File: src/rtl/najla_ln_frame_stats.sv
// Frames the Q30 ln/log10 sample stream and reports per-frame ln sum, rounded ln mean and log10 min/max.
// Optional macro NAJLA_FRAME_FLUSH_EN adds in_flush to close a partial frame early.
module najla_ln_frame_stats #(
  parameter int LOG2_FRAME = 4,
  parameter int SW         = 64 + LOG2_FRAME
) (
  input  logic                clk,
  input  logic                rst_n,
  input  logic                in_valid,
  output logic                in_ready,
  input  logic [63:0]         in_ln_q30,
  input  logic [63:0]         in_log10_q30,
`ifdef NAJLA_FRAME_FLUSH_EN
  input  logic                in_flush,
`endif
  output logic                out_valid,
  input  logic                out_ready,
  output logic [SW-1:0]       out_sum_ln_q30,
  output logic [63:0]         out_mean_ln_q30,
  output logic [63:0]         out_min_log10_q30,
  output logic [63:0]         out_max_log10_q30,
  output logic [LOG2_FRAME:0] out_count
);

  localparam int                    FRAME_LEN = 1 << LOG2_FRAME;
  localparam int                    CW        = LOG2_FRAME + 1;
  localparam logic [CW-1:0]         CNT_LAST  = CW'(FRAME_LEN - 1);
  localparam logic [CW-1:0]         CNT_FULL  = CW'(FRAME_LEN);
  localparam logic [CW-1:0]         CNT_ZERO  = CW'(0);
  localparam logic signed [SW-1:0]  HALF      = SW'(FRAME_LEN / 2);
  localparam logic signed [63:0]    POS_MAX   = {1'b0, {63{1'b1}}};
  localparam logic signed [63:0]    NEG_MAX   = {1'b1, {63{1'b0}}};

  logic [CW-1:0]        cnt_q, cnt_d, cnt_inc_s;
  logic signed [SW-1:0] acc_sum_q, acc_sum_d, sum_inc_s, rounded_s;
  logic signed [63:0]   acc_min_q, acc_min_d, min_inc_s;
  logic signed [63:0]   acc_max_q, acc_max_d, max_inc_s;
  logic signed [63:0]   sample_log10_s;
  logic                 out_valid_q, out_valid_d;
  logic [SW-1:0]        out_sum_q, out_sum_d;
  logic [63:0]          out_mean_q, out_mean_d, mean_s;
  logic [63:0]          out_min_q, out_min_d;
  logic [63:0]          out_max_q, out_max_d;
  logic [CW-1:0]        out_count_q, out_count_d;
  logic                 flush_req_s, in_ready_s, accept_s, close_s;

`ifdef NAJLA_FRAME_FLUSH_EN
  assign flush_req_s = in_flush;
`else
  assign flush_req_s = 1'b0;
`endif

  // A closing transfer (last sample or flush) may not overwrite a result still held downstream.
  assign in_ready_s = !out_valid_q || out_ready || ((cnt_q != CNT_LAST) && !flush_req_s);
  assign accept_s   = in_valid && in_ready_s;
  assign close_s    = (accept_s && (cnt_q == CNT_LAST)) ||
                      (flush_req_s && in_ready_s && (cnt_inc_s != CNT_ZERO));

  always_comb begin
    sample_log10_s = $signed(in_log10_q30);
    if (accept_s) begin
      sum_inc_s = acc_sum_q + {{LOG2_FRAME{in_ln_q30[63]}}, in_ln_q30};
      cnt_inc_s = cnt_q + CW'(1);
      if (sample_log10_s < acc_min_q) begin
        min_inc_s = sample_log10_s;
      end else begin
        min_inc_s = acc_min_q;
      end
      if (sample_log10_s > acc_max_q) begin
        max_inc_s = sample_log10_s;
      end else begin
        max_inc_s = acc_max_q;
      end
    end else begin
      sum_inc_s = acc_sum_q;
      cnt_inc_s = cnt_q;
      min_inc_s = acc_min_q;
      max_inc_s = acc_max_q;
    end
  end

  // Partial (flushed) frames report a zero mean; full frames round half toward +inf.
  always_comb begin
    rounded_s = sum_inc_s + HALF;
    if (cnt_inc_s == CNT_FULL) begin
      mean_s = 64'(rounded_s >>> LOG2_FRAME);
    end else begin
      mean_s = 64'd0;
    end
  end

  always_comb begin
    if (close_s) begin
      cnt_d       = CNT_ZERO;
      acc_sum_d   = {SW{1'b0}};
      acc_min_d   = POS_MAX;
      acc_max_d   = NEG_MAX;
      out_valid_d = 1'b1;
      out_sum_d   = sum_inc_s;
      out_mean_d  = mean_s;
      out_min_d   = min_inc_s;
      out_max_d   = max_inc_s;
      out_count_d = cnt_inc_s;
    end else begin
      cnt_d       = cnt_inc_s;
      acc_sum_d   = sum_inc_s;
      acc_min_d   = min_inc_s;
      acc_max_d   = max_inc_s;
      out_valid_d = out_valid_q && !out_ready;
      out_sum_d   = out_sum_q;
      out_mean_d  = out_mean_q;
      out_min_d   = out_min_q;
      out_max_d   = out_max_q;
      out_count_d = out_count_q;
    end
  end

  always_ff @(posedge clk or negedge rst_n) begin
    if (!rst_n) begin
      cnt_q       <= CNT_ZERO;
      acc_sum_q   <= {SW{1'b0}};
      acc_min_q   <= POS_MAX;
      acc_max_q   <= NEG_MAX;
      out_valid_q <= 1'b0;
      out_sum_q   <= {SW{1'b0}};
      out_mean_q  <= 64'd0;
      out_min_q   <= 64'd0;
      out_max_q   <= 64'd0;
      out_count_q <= CNT_ZERO;
    end else begin
      cnt_q       <= cnt_d;
      acc_sum_q   <= acc_sum_d;
      acc_min_q   <= acc_min_d;
      acc_max_q   <= acc_max_d;
      out_valid_q <= out_valid_d;
      out_sum_q   <= out_sum_d;
      out_mean_q  <= out_mean_d;
      out_min_q   <= out_min_d;
      out_max_q   <= out_max_d;
      out_count_q <= out_count_d;
    end
  end

  assign in_ready          = in_ready_s;
  assign out_valid         = out_valid_q;
  assign out_sum_ln_q30    = out_sum_q;
  assign out_mean_ln_q30   = out_mean_q;
  assign out_min_log10_q30 = out_min_q;
  assign out_max_log10_q30 = out_max_q;
  assign out_count         = out_count_q;

endmodule

File: config.mk
export PLATFORM = sky130hd
export DESIGN_NAME = najla_ln_frame_stats
export DESIGN_NICKNAME = d
export VERILOG_FILES = /design/src/rtl/najla_ln_frame_stats.sv
export SDC_FILE = /design/constraint.sdc
export NUM_CORES = 1
export LEC_CHECK = 0
export CORE_ASPECT_RATIO = 1.1
export CORE_UTILIZATION = 29
export CTS_CLUSTER_SIZE = 40
export DETAILED_ROUTE_END_ITERATION = 12
export PLACE_DENSITY_LB_ADDON = 0.25
export SLEW_MARGIN = 30
export SYNTH_ARGS = -nofsm -noshare
export SYNTH_HDL_FRONTEND = slang
export SYNTH_SLANG_ARGS = --single-unit
File: constraint.sdc
create_clock -name clk -period 10.4 [get_ports clk]
set_input_delay 2.6 -clock clk [delete_from_list [all_inputs] [get_ports clk]]
set_output_delay 2.6 -clock clk [all_outputs]
set_load 0.02 [all_outputs]
==> impl_metrics.xml, run 1 <==
<?xml version="1.0" encoding="UTF-8"?>
<metrics>
  <group name="layout">
    <metric name="fin_nets" unit="">3728</metric>
    <metric name="register_area" unit="um^2">11800</metric>
    <metric name="layout-drive-gt1-share" unit="">0.0732</metric>
    <metric name="area_growth_from_synthesis_to_final_layout" unit="%">25.1</metric>
    <metric name="fillerInstances" unit="">9828</metric>
    <metric name="area_taken_by_multi_input_logic_gates" unit="um^2">14900</metric>
  </group>
  <group name="worst_setup_path">
    <metric name="worst-endpoint-arrival" unit="ps">8240</metric>
    <metric name="worst_path_dominant_cell_family" unit="">simple AND/OR/NAND/NOR gates</metric>
    <metric name="kind_of_start_point_of_the_critical_path" unit="">input port</metric>
    <metric name="worst-setup-path-type" unit="">input port to flip-flop</metric>
    <metric name="critical-path-slowest-cell" unit="">sky130_fd_sc_hd__nor3_1</metric>
    <metric name="path_cells" unit="">clkdlybuf4s50_1, ha_1, a21oi_1, o211ai_1, and4bb_1, nor3_1, xnor2_1, a41oi_1, nor3_2, nor4b_2, nand4b_2, buf_4, or4_4, or3_1, a32o_1</metric>
    <metric name="critical_path.max_fanout" unit="">14</metric>
    <metric name="cp.buffers_inverters" unit="">2</metric>
    <metric name="worst_reg2reg_setup_slack" unit="ps">4640</metric>
    <metric name="worstPathRequired" unit="ps">10920</metric>
    <metric name="timing.critical_path.slowest_cell_delay" unit="ps">710</metric>
    <metric name="end_kind" unit="">flip-flop</metric>
  </group>
  <group name="cts">
    <metric name="cts.root.buffer_cell" unit="">sky130_fd_sc_hd__clkbuf_16</metric>
    <metric name="cts_sinks" unit="">467</metric>
    <metric name="cts-hold-fix-buffers" unit="">0</metric>
    <metric name="cts_setup_buffers" unit="">0</metric>
    <metric name="h-tree-depth" unit="">2</metric>
    <metric name="clock_path_buffers" unit="">3</metric>
    <metric name="clkSlewWorstSetupHoldPaths" unit="ps">60</metric>
    <metric name="insertion_delay" unit="ps">640</metric>
    <metric name="cts-buffers-inserted" unit="">55</metric>
    <metric name="tritoncts" unit="">done</metric>
    <metric name="post_cts_resize_count" unit="">0</metric>
  </group>
  <group name="global_routing">
    <metric name="first_pass_grt_wire_length" unit="um">148000</metric>
    <metric name="grt_antenna_before_repair" unit="">6</metric>
    <metric name="grt_pass1_vias" unit="">23800</metric>
    <metric name="grt_start_max_net_pins" unit="">122</metric>
    <metric name="gr-total-overflow" unit="">0</metric>
    <metric name="grt_util_all_layers" unit="">0.196</metric>
  </group>
  <group name="sta">
    <metric name="setup_viol" unit="">0</metric>
    <metric name="layout_min_cycle_time" unit="ps">7720</metric>
    <metric name="hold_viol_final" unit="">0</metric>
    <metric name="timing_worst_slew_pin_value" unit="ps">1070</metric>
    <metric name="totalNegativeSetupSlack" unit="ps">0</metric>
    <metric name="layout_worst_path_cycle_share" unit="">0.742</metric>
    <metric name="layout_setup_ws" unit="ps">2680</metric>
    <metric name="rsz_0062_raised_after_global_routing" unit="">no</metric>
    <metric name="achievable_frequency" unit="MHz">130</metric>
    <metric name="drv_slew" unit="">0</metric>
    <metric name="worst_clock_skew" unit="ps">27.7</metric>
    <metric name="max_slew_margin" unit="">0.277</metric>
  </group>
  <group name="synth">
    <metric name="post_synth_main_area_contributors" unit="">sky130_fd_sc_hd__dfrtp_1, sky130_fd_sc_hd__ha_1, sky130_fd_sc_hd__nand2_1</metric>
    <metric name="post_synth.cell_area_avg" unit="um^2">9.07</metric>
    <metric name="yosysMostFrequentCell" unit="">sky130_fd_sc_hd__nand2_1</metric>
    <metric name="synthesis.instances" unit="">3081</metric>
    <metric name="post_synthesis_instance_area" unit="um^2">28000</metric>
    <metric name="yosysTopAreaCellShare" unit="">0.361</metric>
    <metric name="sequential_area_share_after_synthesis" unit="">0.421</metric>
    <metric name="synthDistinctLibCells" unit="">118</metric>
    <metric name="synth_seq_cells" unit="">467</metric>
    <metric name="synth.net_count" unit="">3411</metric>
    <metric name="netlist_top_cells_count" unit="">sky130_fd_sc_hd__nand2_1, sky130_fd_sc_hd__dfrtp_1, sky130_fd_sc_hd__o21ai_0</metric>
    <metric name="synth.largest_area_cell" unit="">sky130_fd_sc_hd__dfrtp_1</metric>
    <metric name="number_of_synthesized_flops_with_an_enable_pin" unit="">0</metric>
    <metric name="postSynth.topFlopCell" unit="">sky130_fd_sc_hd__dfrtp_1</metric>
    <metric name="synthesis.yosys.warnings" unit="">0</metric>
    <metric name="fraction_of_registers_with_async_set_reset" unit="">1.00</metric>
  </group>
  <group name="pwr">
    <metric name="clkPwrFrac" unit="">0.180</metric>
    <metric name="switching_component_of_the_power" unit="mW">5.03</metric>
    <metric name="pwr_per_cell_area" unit="nW/um^2">322</metric>
    <metric name="combinationalPowerShare" unit="">0.542</metric>
    <metric name="vdd_drop_max" unit="mV">0.167</metric>
    <metric name="switching_power_share_of_the_total" unit="">0.446</metric>
    <metric name="static-leakage-power" unit="nW">15.8</metric>
    <metric name="p_int" unit="mW">6.25</metric>
    <metric name="share_of_total_power_in_sequential_cells" unit="">0.278</metric>
  </group>
  <group name="drt">
    <metric name="via_count" unit="">23600</metric>
    <metric name="routedWlPerCell" unit="um">20.7</metric>
    <metric name="postRouteAntennaNets" unit="">0</metric>
    <metric name="detail_route.drc_violations" unit="">0</metric>
    <metric name="drt-initial-drc-count" unit="">1305</metric>
    <metric name="dr.pass1.iters" unit="">7</metric>
    <metric name="vias_per_cell" unit="">5.00</metric>
    <metric name="route.final.wire_length" unit="um">97400</metric>
  </group>
  <group name="floorplan">
    <metric name="ioPinCount" unit="">399</metric>
    <metric name="start_util" unit="">0.292</metric>
    <metric name="floorplan.die_area" unit="um^2">97600</metric>
    <metric name="row_count" unit="">119</metric>
    <metric name="die_w" unit="um">298</metric>
    <metric name="placeableCoreArea" unit="um^2">95600</metric>
    <metric name="die_height" unit="um">328</metric>
  </group>
  <group name="job">
    <metric name="timing.max_cap.violations" unit="">0</metric>
  </group>
  <group name="run_status">
    <metric name="run_status" unit="">finished clean</metric>
  </group>
  <group name="placement">
    <metric name="port-buffer-count" unit="">398</metric>
    <metric name="post-dp-hpwl" unit="um">74000</metric>
    <metric name="final_weighted_congestion_in_routability_driven_placement" unit="">0.913</metric>
    <metric name="dpl_ws" unit="ps">2110</metric>
  </group>
  <group name="worst_hold_path">
    <metric name="hold_path_class" unit="">flip-flop to flip-flop</metric>
  </group>
</metrics>
-- worst min-delay path, stage by stage (launching register included) --
cell and delay, ps:
sky130_fd_sc_hd__dfrtp_1 340, sky130_fd_sc_hd__nand2_1 50, sky130_fd_sc_hd__nand2_1 50
-- cell families (layout without fill, tap and decap cells) --
logic type | after synthesis | count (layout) | share of synthesized area
AOI/OAI and AO/OA | 763 | 763 | 0.174
xor gates and xnor gates | 104 | 104 | 0.0326
adders and majority gates | 198 | 198 | 0.0889
buffers and inverters | 302 | 665 | 0.0469
DFF | 467 | 467 | 0.421
muxes | 160 | 160 | 0.0575
other | 0 | 1 | 0
and+or+nand+nor | 1087 | 1087 | 0.180
-- layer usage --
metal | part of all wire | global-route usage | up-vias
li1 | - | - | 11500
met5 | 0.00042 | 0 | -
met4 | 0.036 | 0.0696 | 6
met3 | 0.048 | 0.0329 | 161
met1 | 0.44 | 0.250 | 11300
met2 | 0.48 | 0.334 | 598
-- through the flow --
| step | power [mW] | hold slack, ps | util | instances | instance area, um^2 |
|---|---|---|---|---|---|
| after floorplan | 7.03 | 477 | - | 3081 | 28000 |
| after global placement | 9.26 | 460 | 0.345 | 4609 | 33000 |
| after detailed placement | 9.29 | 463 | 0.346 | 4610 | 33000 |
| after CTS | 11.4 | 479 | 0.366 | 4713 | 34900 |
| after global routing | 12.1 | 494 | 0.366 | 4715 | 35000 |
| final | 11.3 | 473 | 0.366 | 4715 | 35000 |
-- cell type report --
type | count | share of cell area
clock buffers | 80 | 0.0455
diodes | 1 | 0.0000715
repair buffers | 424 | 0.122
flip-flops and latches | 467 | 0.336
clock inverters | 23 | 0.00884
multi-input cells | 2312 | 0.427
inverters | 138 | 0.0148
well taps | 1270 | 0.0454
-- path summary, 6_finish.rpt --
path,startpoint,endpoint,cells past startpoint
worst min-delay path,out_sum_ln_q30[15]$_DFFE_PN0P_,out_sum_ln_q30[15]$_DFFE_PN0P_,2
worst max register to register,cnt_q[0]$_DFF_PN0_,out_mean_ln_q30[61]$_DFFE_PN0P_,15
worst max-delay path,in_ln_q30[6],out_mean_ln_q30[61]$_DFFE_PN0P_,15
max in group asynchronous,rst_n,acc_min_q[7]$_DFF_PN1_,3
min in group asynchronous,rst_n,out_mean_ln_q30[34]$_DFFE_PN0P_,1
worst min register to register,out_sum_ln_q30[15]$_DFFE_PN0P_,out_sum_ln_q30[15]$_DFFE_PN0P_,2
-- cell usage in the layout, fill, tap and decap left out, types with 29 or more instances in the layout --
master,count
sky130_fd_sc_hd__clkbuf_16,55
sky130_fd_sc_hd__a21o_1,92
sky130_fd_sc_hd__a21oi_1,158
sky130_fd_sc_hd__nand3_1,29
sky130_fd_sc_hd__dfstp_2,64
sky130_fd_sc_hd__xnor2_1,52
sky130_fd_sc_hd__xor2_1,52
sky130_fd_sc_hd__ha_1,197
sky130_fd_sc_hd__nor2_1,249
sky130_fd_sc_hd__nand2_1,499
sky130_fd_sc_hd__clkdlybuf4s50_1,397
sky130_fd_sc_hd__dfrtp_1,403
sky130_fd_sc_hd__inv_1,138
sky130_fd_sc_hd__mux2i_1,153
sky130_fd_sc_hd__nand4_1,85
sky130_fd_sc_hd__nor3_1,54
sky130_fd_sc_hd__o21ai_0,299
-- sequential cells by signal, indices dropped and copies added, names as in the netlist --
register / flops
out_count: 5
out_min_log10_q30: 64
out_valid: 1
acc_sum_q: 68
out_max_log10_q30: 64
cnt_q: 5
acc_max_q: 64
out_sum_ln_q30: 68
out_mean_ln_q30: 64
acc_min_q: 64
-- power groups by stage --
stage / Clock [mW] / Sequential (mW) / Combinational [mW]
2_1_floorplan: 0 / 3.49 / 3.54
3_3_place_gp: 0 / 3.16 / 6.10
3_5_place_dp: 0 / 3.17 / 6.12
4_1_cts: 2.11 / 3.14 / 6.16
5_1_grt: 2.17 / 3.24 / 6.75
6_report: 2.04 / 3.13 / 6.11
Power figures use the tool's default switching activity.
==> run 2: changes to the inputs <==
- clock period: 10.4 -> 7.95 ns (I/O delays scaled with it)
==> run 2 against run 1 <==
Net effect: sequential power grew 31%; register-to-register slack lost 2100 ps; non-clock buffer count grew 15; critical path depth is the same; via count grew 0.44%; setup slack lost 1700 ps; routed wire length shrank 0.32%; total power grew 31%; worst hold slack gained 1.7 ps; die area is the same; combinational power grew 32%; clock power grew 29%.
==> impl_metrics.xml, run 2 (synthesis results as in run 1) <==
<?xml version="1.0" encoding="UTF-8"?>
<metrics>
  <group name="layout">
    <metric name="most_frequent_cells_in_the_layout" unit="">sky130_fd_sc_hd__nand2_1, sky130_fd_sc_hd__dfrtp_1, sky130_fd_sc_hd__clkdlybuf4s50_1</metric>
    <metric name="design_area" unit="um^2">35100</metric>
    <metric name="fillerInstances" unit="">9861</metric>
    <metric name="final_common_cell" unit="">sky130_fd_sc_hd__nand2_1</metric>
    <metric name="fin_nets" unit="">3742</metric>
    <metric name="layout-drive-gt1-share" unit="">0.0758</metric>
    <metric name="area_growth_from_synthesis_to_final_layout" unit="%">25.5</metric>
  </group>
  <group name="cts">
    <metric name="tritoncts" unit="">done</metric>
    <metric name="cts_sinks" unit="">467</metric>
    <metric name="clkSlewWorstSetupHoldPaths" unit="ps">60</metric>
    <metric name="post_cts_resize_count" unit="">0</metric>
    <metric name="h-tree-depth" unit="">2</metric>
    <metric name="cts-buffers-inserted" unit="">54</metric>
    <metric name="cts.root.buffer_cell" unit="">sky130_fd_sc_hd__clkbuf_16</metric>
    <metric name="insertion_delay" unit="ps">630</metric>
    <metric name="cts_setup_buffers" unit="">0</metric>
    <metric name="cts-hold-fix-buffers" unit="">0</metric>
    <metric name="clock_path_buffers" unit="">3</metric>
  </group>
  <group name="worst_setup_path">
    <metric name="timing.critical_path.slowest_cell_delay" unit="ps">740</metric>
    <metric name="crit-reg2reg-launch" unit="">acc_sum_q[18]$_DFF_PN0_</metric>
    <metric name="worst-endpoint-arrival" unit="ps">7400</metric>
    <metric name="worst-setup-path-type" unit="">input port to flip-flop</metric>
    <metric name="kind_of_start_point_of_the_critical_path" unit="">input port</metric>
    <metric name="worstPathRequired" unit="ps">8430</metric>
    <metric name="path_cells" unit="">clkdlybuf4s50_1, ha_1, a21oi_1, o21ai_0, a21oi_1, nand3_2, a211oi_4, xnor2_1, mux2i_1, or4b_2, nor4b_1, buf_4, nor3b_1, mux2i_1, o311ai_0</metric>
    <metric name="critical-path-slowest-cell" unit="">sky130_fd_sc_hd__or4b_2</metric>
    <metric name="startpoint" unit="">in_ln_q30[20]</metric>
    <metric name="critical_path.max_fanout" unit="">8</metric>
    <metric name="worst_reg2reg_setup_slack" unit="ps">2520</metric>
    <metric name="end_kind" unit="">flip-flop</metric>
  </group>
  <group name="pwr">
    <metric name="pwr_per_cell_area" unit="nW/um^2">421</metric>
    <metric name="share_of_total_power_in_sequential_cells" unit="">0.277</metric>
    <metric name="clkPwrFrac" unit="">0.178</metric>
    <metric name="p_int" unit="mW">8.20</metric>
    <metric name="vdd_drop_max" unit="mV">0.185</metric>
    <metric name="combinationalPowerShare" unit="">0.544</metric>
    <metric name="switching_power_share_of_the_total" unit="">0.445</metric>
    <metric name="totalPowerFinal" unit="mW">14.8</metric>
    <metric name="static-leakage-power" unit="nW">15.8</metric>
    <metric name="switching_component_of_the_power" unit="mW">6.58</metric>
  </group>
  <group name="sta">
    <metric name="layout_min_cycle_time" unit="ps">6920</metric>
    <metric name="layout_worst_path_cycle_share" unit="">0.870</metric>
    <metric name="totalNegativeSetupSlack" unit="ps">0</metric>
    <metric name="drv_slew" unit="">0</metric>
    <metric name="worst_clock_skew" unit="ps">23.7</metric>
    <metric name="achievable_frequency" unit="MHz">145</metric>
    <metric name="setup_viol" unit="">0</metric>
    <metric name="layout_setup_ws" unit="ps">1030</metric>
    <metric name="timing_worst_slew_pin_value" unit="ps">935</metric>
    <metric name="rsz_0062_raised_after_global_routing" unit="">no</metric>
    <metric name="fin_hold_ws" unit="ps">474</metric>
    <metric name="hold_viol_final" unit="">0</metric>
    <metric name="max_slew_margin" unit="">0.367</metric>
  </group>
  <group name="worst_hold_path">
    <metric name="hold_path_class" unit="">flip-flop to flip-flop</metric>
    <metric name="min-delay-start" unit="">out_min_log10_q30[25]$_DFFE_PN0P_</metric>
  </group>
  <group name="placement">
    <metric name="final_weighted_congestion_in_routability_driven_placement" unit="">0.925</metric>
    <metric name="post-dp-hpwl" unit="um">73900</metric>
    <metric name="dpl_ws" unit="ps">556</metric>
    <metric name="port-buffer-count" unit="">398</metric>
    <metric name="placed_cell_area" unit="um^2">33200</metric>
  </group>
  <group name="global_routing">
    <metric name="grt_util_all_layers" unit="">0.196</metric>
    <metric name="grt_pass1_vias" unit="">23700</metric>
    <metric name="first_pass_grt_wire_length" unit="um">148000</metric>
    <metric name="grt_start_max_net_pins" unit="">196</metric>
    <metric name="grt_antenna_before_repair" unit="">4</metric>
    <metric name="gr-total-overflow" unit="">0</metric>
  </group>
  <group name="floorplan">
    <metric name="start_util" unit="">0.292</metric>
    <metric name="ioPinCount" unit="">399</metric>
    <metric name="die_w" unit="um">298</metric>
    <metric name="row_count" unit="">119</metric>
    <metric name="die_height" unit="um">328</metric>
    <metric name="placeableCoreArea" unit="um^2">95600</metric>
    <metric name="floorplan.die_area" unit="um^2">97600</metric>
  </group>
  <group name="drt">
    <metric name="dr.pass1.iters" unit="">7</metric>
    <metric name="topRoutingLayerUsed" unit="">met5</metric>
    <metric name="route.final.wire_length" unit="um">97100</metric>
    <metric name="via_count" unit="">23700</metric>
    <metric name="route.layer.met1.wl" unit="um">43300</metric>
    <metric name="drt-initial-drc-count" unit="">1374</metric>
    <metric name="postRouteAntennaNets" unit="">0</metric>
    <metric name="detail_route.drc_violations" unit="">0</metric>
    <metric name="wl_met3" unit="um">4440</metric>
    <metric name="wl_met2" unit="um">46100</metric>
    <metric name="vias_per_cell" unit="">5.00</metric>
    <metric name="routedWlPerCell" unit="um">20.5</metric>
  </group>
  <group name="run_status">
    <metric name="run_status" unit="">finished clean</metric>
  </group>
  <group name="job">
    <metric name="timing.max_cap.violations" unit="">0</metric>
  </group>
</metrics>
[run 2: final cells by class]
cell class / instances / area, um^2 / share of cell area
clock inverter: 24 / 342 / 0.00974
multi-input combinational: 2312 / 14900 / 0.426
antenna: 2 / 5.00 / 0.000143
timing repair buffer: 439 / 4400 / 0.125
inverter: 138 / 518 / 0.0148
tap: 1270 / 1590 / 0.0453
clock buffer: 78 / 1520 / 0.0434
sequential: 467 / 11800 / 0.335
[run 2: worst paths after layout]
check	depth (start not counted)	end
max	15	out_mean_ln_q30[58]$_DFFE_PN0P_
min	2	out_min_log10_q30[25]$_DFFE_PN0P_
max reg2reg	14	out_mean_ln_q30[58]$_DFFE_PN0P_
min reg2reg	2	out_min_log10_q30[25]$_DFFE_PN0P_
max in group asynchronous	3	out_max_log10_q30[16]$_DFFE_PN0P_
min in group asynchronous	1	acc_sum_q[45]$_DFF_PN0_
[run 2: worst max-delay path, delay by kind of cell]
kind	cells	cell delay [ps]
buf+inv	2	690
mux	2	430
fa+ha+maj	1	420
xor+xnor	1	230
compound gates	5	1810
simple gates	4	1820
[run 2: routing by layer]
| metal | up-vias | global-route usage |
|---|---|---|
| li1 | 11500 | - |
| met1 | 11400 | 0.256 |
| met2 | 578 | 0.328 |
| met3 | 130 | 0.0313 |
| met4 | 2 | 0.0638 |
| met5 | - | 0 |
[run 2: per-stage QoR]
stage / util / std cells
after floorplan: - / 3081
after global placement: 0.347 / 4625
after detailed placement: 0.347 / 4625
after CTS: 0.367 / 4727
after global routing: 0.367 / 4728
final: 0.367 / 4730
[run 2: power by group through the flow]
stage | registers (mW) | clock network (mW) | logic (mW)
floorplan | 4.56 | 0 | 4.63
global placement | 4.13 | 0 | 8.02
detailed placement | 4.15 | 0 | 8.06
CTS | 4.12 | 2.73 | 8.10
global route | 4.24 | 2.81 | 8.88
finish | 4.10 | 2.64 | 8.05
